### src/rtl/moore_seq_generator_pkg.sv
// Shared types, default widths and config check for the serial pattern transmitter.
package moore_seq_generator_pkg;

    localparam int unsigned PAT_W_DEF = 8;
    localparam int unsigned LEN_W_DEF = 4;
    localparam int unsigned CNT_W_DEF = 4;

    typedef enum logic [1:0] {
        ST_IDLE = 2'd0,
        ST_SEND = 2'd1,
        ST_GAP  = 2'd2,
        ST_DONE = 2'd3
    } state_e;

    // A job is sendable only with 1..max_len pattern bits and at least one repetition.
    function automatic logic cfg_valid(input int unsigned len,
                                       input int unsigned reps,
                                       input int unsigned max_len);
        return (len != 0) && (len <= max_len) && (reps != 0);
    endfunction

endpackage

### src/rtl/seq_gen_shifter.sv
// Latched pattern, down-counting bit index and serial bit select.
module seq_gen_shifter
    import moore_seq_generator_pkg::*;
#(
    parameter int unsigned PAT_W = PAT_W_DEF,
    parameter int unsigned LEN_W = LEN_W_DEF
) (
    input  logic             clk,
    input  logic             rst,
    input  logic             load,
    input  logic             advance,
    input  logic [PAT_W-1:0] pattern,
    input  logic [LEN_W-1:0] pat_len,
    output logic             bit_nxt_c,
    output logic             last_bit_c
);

    logic [PAT_W-1:0] pat_q, pat_d;
    logic [LEN_W-1:0] len_q, len_d;
    logic [LEN_W-1:0] idx_q, idx_d;
    logic [PAT_W-1:0] shifted;

    // Load restarts at the MSB; advancing past bit 0 wraps back so the next repetition is ready.
    always_comb begin
        pat_d = pat_q;
        len_d = len_q;
        idx_d = idx_q;
        if (load) begin
            pat_d = pattern;
            len_d = pat_len;
            idx_d = pat_len - LEN_W'(1);
        end else if (advance) begin
            idx_d = (idx_q == '0) ? (len_q - LEN_W'(1)) : (idx_q - LEN_W'(1));
        end
        shifted    = pat_d >> idx_d;
        bit_nxt_c  = shifted[0];
        last_bit_c = (idx_q == '0);
    end

    // Datapath registers.
    always_ff @(posedge clk) begin
        if (rst) begin
            pat_q <= '0;
            len_q <= '0;
            idx_q <= '0;
        end else begin
            pat_q <= pat_d;
            len_q <= len_d;
            idx_q <= idx_d;
        end
    end

endmodule

### src/rtl/moore_seq_generator.sv
// Serial pattern transmitter: Moore FSM with repetition/gap counters and registered outputs.
module moore_seq_generator
    import moore_seq_generator_pkg::*;
#(
    parameter int unsigned PAT_W = PAT_W_DEF,
    parameter int unsigned LEN_W = LEN_W_DEF,
    parameter int unsigned CNT_W = CNT_W_DEF
) (
    input  logic             clk,
    input  logic             rst,
    input  logic             start,
    input  logic [PAT_W-1:0] pattern,
    input  logic [LEN_W-1:0] pat_len,
    input  logic [CNT_W-1:0] rep_cnt,
    input  logic [CNT_W-1:0] gap,
    output logic             d_out,
    output logic             d_valid,
    output logic             busy,
    output logic             done
);

    state_e           state_q, state_d;
    logic [CNT_W-1:0] rep_q, rep_d;
    logic [CNT_W-1:0] gap_len_q, gap_len_d;
    logic [CNT_W-1:0] gap_cnt_q, gap_cnt_d;
    logic             d_out_q, d_out_d;
    logic             d_valid_q, d_valid_d;
    logic             busy_q, busy_d;
    logic             done_q, done_d;
    logic             load_c, advance_c;
    logic             bit_nxt_c, last_bit_c;

    seq_gen_shifter #(
        .PAT_W (PAT_W),
        .LEN_W (LEN_W)
    ) u_shifter (
        .clk        (clk),
        .rst        (rst),
        .load       (load_c),
        .advance    (advance_c),
        .pattern    (pattern),
        .pat_len    (pat_len),
        .bit_nxt_c  (bit_nxt_c),
        .last_bit_c (last_bit_c)
    );

    // Next state, counters, and outputs decoded from the next state so they register in step.
    always_comb begin
        state_d   = state_q;
        rep_d     = rep_q;
        gap_len_d = gap_len_q;
        gap_cnt_d = gap_cnt_q;
        load_c    = 1'b0;
        advance_c = 1'b0;

        case (state_q)
            ST_IDLE: begin
                if (start) begin
                    load_c    = 1'b1;
                    rep_d     = rep_cnt;
                    gap_len_d = gap;
                    gap_cnt_d = '0;
                    state_d   = cfg_valid(32'(pat_len), 32'(rep_cnt), PAT_W) ? ST_SEND : ST_DONE;
                end
            end
            ST_SEND: begin
                advance_c = 1'b1;
                if (last_bit_c) begin
                    if (rep_q == CNT_W'(1)) begin
                        state_d = ST_DONE;
                    end else begin
                        rep_d = rep_q - CNT_W'(1);
                        if (gap_len_q != '0) begin
                            state_d   = ST_GAP;
                            gap_cnt_d = gap_len_q;
                        end
                    end
                end
            end
            ST_GAP: begin
                if (gap_cnt_q == CNT_W'(1)) begin
                    state_d = ST_SEND;
                end else begin
                    gap_cnt_d = gap_cnt_q - CNT_W'(1);
                end
            end
            ST_DONE: begin
                state_d = ST_IDLE;
            end
            default: begin
                state_d = ST_IDLE;
            end
        endcase

        d_valid_d = (state_d == ST_SEND);
        busy_d    = (state_d == ST_SEND) || (state_d == ST_GAP);
        done_d    = (state_d == ST_DONE);
        d_out_d   = (state_d == ST_SEND) ? bit_nxt_c : 1'b0;
    end

    // State, counter and output registers.
    always_ff @(posedge clk) begin
        if (rst) begin
            state_q   <= ST_IDLE;
            rep_q     <= '0;
            gap_len_q <= '0;
            gap_cnt_q <= '0;
            d_out_q   <= 1'b0;
            d_valid_q <= 1'b0;
            busy_q    <= 1'b0;
            done_q    <= 1'b0;
        end else begin
            state_q   <= state_d;
            rep_q     <= rep_d;
            gap_len_q <= gap_len_d;
            gap_cnt_q <= gap_cnt_d;
            d_out_q   <= d_out_d;
            d_valid_q <= d_valid_d;
            busy_q    <= busy_d;
            done_q    <= done_d;
        end
    end

    assign d_out   = d_out_q;
    assign d_valid = d_valid_q;
    assign busy    = busy_q;
    assign done    = done_q;

endmodule

### config.mk
export PLATFORM = sky130hd
export DESIGN_NAME = moore_seq_generator
export DESIGN_NICKNAME = d
export VERILOG_FILES = /design/src/rtl/moore_seq_generator_pkg.sv /design/src/rtl/seq_gen_shifter.sv /design/src/rtl/moore_seq_generator.sv
export SDC_FILE = /design/constraint.sdc
export NUM_CORES = 1
export LEC_CHECK = 0
export ABC_AREA = 0
export CAP_MARGIN = 30
export CORE_MARGIN = 8
export CORE_UTILIZATION = 59
export CTS_CLUSTER_DIAMETER = 200
export DETAILED_ROUTE_END_ITERATION = 8
export GPL_ROUTABILITY_DRIVEN = 0
export GPL_TIMING_DRIVEN = 0
export PLACE_DENSITY = 0.93
export SLEW_MARGIN = 10
export SYNTH_ARGS = -nofsm -noshare
export SYNTH_HDL_FRONTEND = slang
export SYNTH_SLANG_ARGS = --single-unit
export TNS_END_PERCENT = 20
### constraint.sdc
create_clock -name clk -period 3 [get_ports clk]
set_input_delay 0.6 -clock clk [delete_from_list [all_inputs] [get_ports clk]]
set_output_delay 0.6 -clock clk [all_outputs]
set_load 0.02 [all_outputs]
# Word level (Yosys, flattened, before mapping)
# Index checks and enable logic that the tools add are counted.
classes:
  n_reduce_logical: 14
  multipliers: 0
  n_eq_ne: 13
  n_lt_le_gt_ge: 1
  shifts: 1
  bitwise: 1
  mux: 24
  n_div: 0
  addsub: 5
op_table:
  columns: ["op", "count"]
  rows:
  - ["two-way mux 4 bit", 11]
  - ["subtractor 4 x 1 -> 4 bit (second input constant)", 5]
  - ["two-way mux 2 bit", 6]
  - ["one-hot mux 4 bit (3 select lines)", 1]
  - ["nonzero test 4 bit", 3]
  - ["!= test 2 bit (second input constant)", 5]
  - ["== test 2 bit (second input constant)", 4]
  - ["== test 4 x 1 -> 1 bit (second input constant)", 2]
  - ["two-way mux 8 bit", 1]
  - ["one-hot mux 2 bit (4 select lines)", 1]
  - ["one-hot mux 4 bit (2 select lines)", 1]
  - [">> shifter 8 x 4 -> 1 bit", 1]
  - ["AND reduction 6 bit", 1]
  - ["== test 2 x 1 -> 1 bit (second input constant)", 2]
  - ["less-or-equal comparator 4 bit (second input constant)", 1]
  - ["logical NOT 4 bit", 1]
  - ["AND reduction 4 bit", 1]
  - ["two-way mux 1 bit", 3]
  - ["nonzero test 3 bit", 1]
  - ["logical AND 1 bit", 2]
  - ["logical NOT 2 bit", 1]
  - ["AND reduction 2 bit", 1]
  - ["nonzero test 2 bit", 1]
  - ["OR reduction 2 bit", 1]
  - ["2 further kinds", 2]
word_totals:
  romBits: 0
  mem_count: 0
  ramBits: 0
  inputBits: 23
  register_bits: 34
  output_inout_bits: 4
  latch_bits: 0
  word_cells: 70

# Depth between registers and ports, before layout
logic_depth:
  word_depth: 9
  ltp_mapped: 10
  depth_no_buf: 9

# Cells and area by module
# A second synthesis with hierarchy kept.
hier_totals:
  hier_cells: 245
  area_unflattened_um2: 2065.7
modules_own_cells:
  columns: ["mod", "area_per_inst_um2", "cells_per_inst", "instances", "seq_area_each_um2"]
  rows:
  - ["moore_seq_generator", 1091.0, 127, 1, 360.3]
  - ["seq_gen_shifter", 974.7, 118, 1, 320.3]

# Worst setup path before layout
# No wires, ideal clock.
synth_timing:
  kind: "register to register"
  from: "register state_q[1]"
  to: "register d_out_q (netlist: d_out)"
  path_buffers: 1
  period_less_slack_ps: 2020
  required_ps: 2882
  arrival_ps: 1902
  stages_incl_launch_ff: 8
  setup_time_ps: 118
  setup_slack_ps: 980
  cell_sequence: "dfxtp_1 -> inv_1 -> ha_1 -> buf_2 -> or4b_2 -> o31ai_1 -> o21ai_0 -> o2111a_1"
synth_between:
  elab_chain_cells: 7
  elab_cells_between_ends: 19
  cone_classes: "eq/ne (4); shift (1); mux (11); bitwise (1); reduce/logical (2)"
synth_lines:
  columns: ["element", "line", "rtl"]
  rows:
  - ["start: declaration", "moore_seq_generator.sv:22", "state_e state_q, state_d;"]
  - ["start signal: assignment", "moore_seq_generator.sv:113", "state_q <= state_d;"]
  - ["branches (longest 7 deep; another with >> shifter 8 x 4 -> 1 bit)", null, null]
  - ["end signal: assignment", "moore_seq_generator.sv:117", "d_out_q <= d_out_d;"]
  - ["end: declaration", "moore_seq_generator.sv:26", "logic d_out_q, d_out_d;"]
# Parallel ways; which one is timed is not known.
# A chain may end at the register's enable or synchronous reset.

# Worst setup path in the final report
layout_timing:
  from: "input pat_len[0]"
  to: "register d_out_q (netlist: d_out)"
layout_between:
  elab_chain_cells: 9
  elab_cells_between_ends: 13
  cone_classes: "add/sub (1); order compare (1); eq/ne (1); shift (1); mux (4); bitwise (1); reduce/logical (4)"
layout_lines:
  columns: ["element", "line", "rtl"]
  rows:
  - ["start: declaration", "moore_seq_generator.sv:13", "input logic [LEN_W-1:0] pat_len,"]
  - ["less-or-equal comparator 4 bit / nonzero test 4 bit (equally long branches)", "moore_seq_generator_pkg.sv:19", "return (len != 0) && (len <= max_len) && (reps != 0);"]
  - ["logical AND 1 bit * (2 in series)", "moore_seq_generator_pkg.sv:19", null]
  - ["two-way mux 2 bit *", "moore_seq_generator.sv:63", "state_d = cfg_valid(32'(pat_len), 32'(rep_cnt), PAT_W) ? ST_SEND : ST_DONE;"]
  - ["two-way mux 2 bit *", "moore_seq_generator.sv:58", "if (start) begin"]
  - ["one-hot mux 2 bit (4 select lines) *", "moore_seq_generator.sv:56", "case (state_q)"]
  - ["== test 2 x 1 -> 1 bit *", null, null]
  - ["named net d_valid_d", "moore_seq_generator.sv:27", "logic d_valid_q, d_valid_d;"]
  - ["NOT 1 bit (no source line) *", null, null]
  - ["OR reduction 2 bit (no source line) *", null, null]
# Mark *: on every way through the listed nets, which the timed path passes. The rest lies on a longest branch.

==> metrics.csv <==
stage,metric,value,unit
global_routing,grt_pass1_vias,1842,
routing,wl,4.97,mm
sta,worst_pin_slew,580,ps
sta,skew,10.4,ps
logic_synthesis,yosysTopAreaCellShare,0.337,
worst_setup_path,crit_fanout,5,
logic_synthesis,synth_seq_area_share,0.337,
placed_design,portBuffers,26,
floorplan,initial_utilization,0.610,
global_routing,grt_pass1_wl,8.35,mm
placed_design,hpwl,3.80,mm
clock_network,cts.sinks,34,
hold_path,worstHoldPathCells,2,
logic_synthesis,synthMuxAreaShare,0.0483,
clock_network,htreeDepth,2,
logic_synthesis,ys_top_cells_by_count,"nand2_1 (47), dfxtp_1 (34), a21oi_1 (32)",
global_routing,antenna_found_initial,0,
sta,min_period,2610,ps
worst_setup_path,worst-path-buf-inv,2,
logic_synthesis,synthSimpleGateAreaFrac,0.262,
sta,rsz0062_at_grt,false,
logic_synthesis,synth_xor_area_frac,0.0260,
finish,nets,314,
logic_synthesis,synth_top_family_by_area,simple AND/OR/NAND/NOR gates,
pwr,irDropWorstVdd,0.379,mV
pwr,powerDensity,568,nW/um^2
worst_setup_path,path_cells,clkdlybuf4s50_1 > inv_1 > ha_1 > nor2b_1 > xnor2_1 > o41ai_1 > a22oi_1 > ha_1 > nor2b_1 > o2111a_1,
floorplan,ios,27,
logic_synthesis,syn-cell-area,2020,sq um
routing,ant_nets,0,
logic_synthesis,synth_edf_count,0,
sta,fmax,0.384,GHz
logic_synthesis,ys_warn_count,0,
worst_setup_path,crit_type,in2reg,
global_routing,grt_max_degree,11,
global_routing,grt_use_total,0.196,
outcome,outcome,completed,
clock_network,clockBufferDepth,2,
logic_synthesis,synth_cells,246,
worst_setup_path,r2r_cells,10,
sta,slew_headroom,0.611,
finish,areaGrowthSynthToFinish,18.0,%
floorplan,die_w,74.5,um
logic_synthesis,synth_most_common_cell,nand2_1,
pwr,cellLeakagePower,0.897,nW
worst_setup_path,cp-end-kind,flop,
floorplan,fp.dieArea,5550,sq um
routing,num_vias,1925,
logic_synthesis,synth_nets,281,
clock_network,insertion_delay,350,ps
finish,antennaDiodeCount,0,
routing,drc,0,
finish,fin_area,2380,sq um
worst_setup_path,cpPeakStageDelay,600,ps
hold_path,hold_class,reg2reg,
clock_network,clkTransAtPathRegs,100,ps
global_routing,overflow,0,
worst_setup_path,start_kind,input port,
clock_network,cts_hold_buf,0,
routing,avgRoutedWirePerCell,15.3,um
clock_network,cts_resized,0,
worst_setup_path,cp_top_family,buffers and inverters,
floorplan,row_count,21,
finish,drive_gt1_frac,0.0681,
logic_synthesis,synth_fa_ha_area_frac,0.0743,
logic_synthesis,ys_seq_elements,34,
logic_synthesis,syn_avg_cell_area,8.21,sq um
sta,fin_crit_sh,0.868,
routing,drt-pass1-iter-count,5,
worst_setup_path,crit_slowest_cell,clkdlybuf4s50_1,
finish,postLayoutCoreUtil,0.720,
routing,via_per_inst,5.92,
worst_setup_path,crit_arrival,2900,ps
routing,drtIter0Drc,280,
clock_network,root_buffer,clkbuf_4,
worst_setup_path,cp.required,3300,ps
sta,finalHoldViolations,0,
sta,final_max_slew_viol_count,0,
floorplan,die_y,74.5,um
logic_synthesis,async_flop_share,0,
sta,setup_viol,0,
logic_synthesis,yosys_most_used_dff,dfxtp_1,
logic_synthesis,synth_area_leaders,"dfxtp_1 (34%), nand2_1 (8.7%), a21oi_1 (7.9%)",
placed_design,dpl_cell_area,2340,sq um
pwr,p_total,1.35,mW
logic_synthesis,ys_types,53,
job,maxCapViolations,0,
logic_synthesis,synth_area_leader_cell,dfxtp_1,
worst_setup_path,path_depth,10,
clock_network,cts_inserted_buffers,5,
floorplan,fp.coreArea,3310,sq um
clock_network,post-cts-setup-buffers,0,
logic_synthesis,synth_compound_area_frac,0.209,
clock_network,cts_tree,yes,
sta,fin_tns_setup,0,ps
==> worst paths after layout <==
path,start,to,slack [ps]
worst min-delay path,u_shifter.pat_q[4],u_shifter.pat_q[4],470
worst max register to register,state_q[1],d_out,500
worst max-delay path,pat_len[0],d_out,390
worst min register to register,u_shifter.pat_q[4],u_shifter.pat_q[4],470
==> through the flow <==
step	hold WS (ps)	setup WS, ps	instances
floorplan	436	980	246
global placement	444	74.0	318
detailed placement	453	79.2	318
CTS	468	447	325
global route	482	272	325
finish	466	395	325
==> layer usage <==
metal  part of all wire  vias up  GRT usage
li1                   -      942          -
met1               0.45      884      0.242
met2               0.46       90      0.300
met3              0.070        9     0.0458
met4              0.022        0      0.124
met5                  0        -          0
==> kinds of logic after synthesis <==
group | after synthesis
DFF | 34
and+or+nand+nor | 97
xor gates and xnor gates | 6
buffers and inverters | 23
muxes | 7
AOI/OAI and AO/OA | 67
adders and majority gates | 12
==> flip-flops by register name, summed over array words and instances, names as in the netlist <==
register and flops:
state_q 2, d_out 1, u_shifter.idx_q 4, rep_q 4, gap_cnt_q 4, u_shifter.len_q 4
done 1, d_valid 1, u_shifter.pat_q 8, gap_len_q 4, busy 1
==> area by class of cell <==
cell class,instances,area (sq um)
Inverter,12,45.0
Clock buffer,7,45.0
Timing Repair Buffer,26,260
Multi-Input combinational cell,189,1250
Fill cell,282,928
Tap cell,46,57.6
Sequential cell,34,681
Buffer,11,42.5
==> cell usage in the layout, fill, tap and decap left out, drive strengths merged, types with 3 or more instances in the layout <==
| cell type | instances |
|---|---|
| a211oi | 3 |
| a21oi | 33 |
| a22oi | 4 |
| a31oi | 3 |
| buf | 4 |
| clkbuf | 14 |
| clkdlybuf4s50 | 26 |
| dfxtp | 34 |
| ha | 12 |
| inv | 12 |
| mux2i | 3 |
| nand2 | 47 |
| nand2b | 3 |
| nor2 | 10 |
| nor2b | 9 |
| nor3 | 3 |
| nor4b | 4 |
| o21ai | 6 |
| or3b | 5 |
| xnor2 | 3 |
| xor2 | 3 |
==> power by group <==
group          switching (mW)  internal [mW]  total, mW  leakage, nW
clock network           0.146         0.0882      0.234       0.0254
registers              0.0611          0.511      0.572        0.279
logic                   0.303          0.245      0.548        0.593
total                   0.510          0.844       1.35        0.897
==> worst reg2reg max path: stages (launching register included) <==
cell and delay [ps]:
dfxtp_1 350, inv_1 120, ha_1 280, buf_2 270, buf_1 400, a311oi_1 160
a21oi_1 140, o21bai_1 160, ha_1 190, nor2b_1 200, o2111a_1 200
No activity file was read; power rests on OpenSTA's default activity.
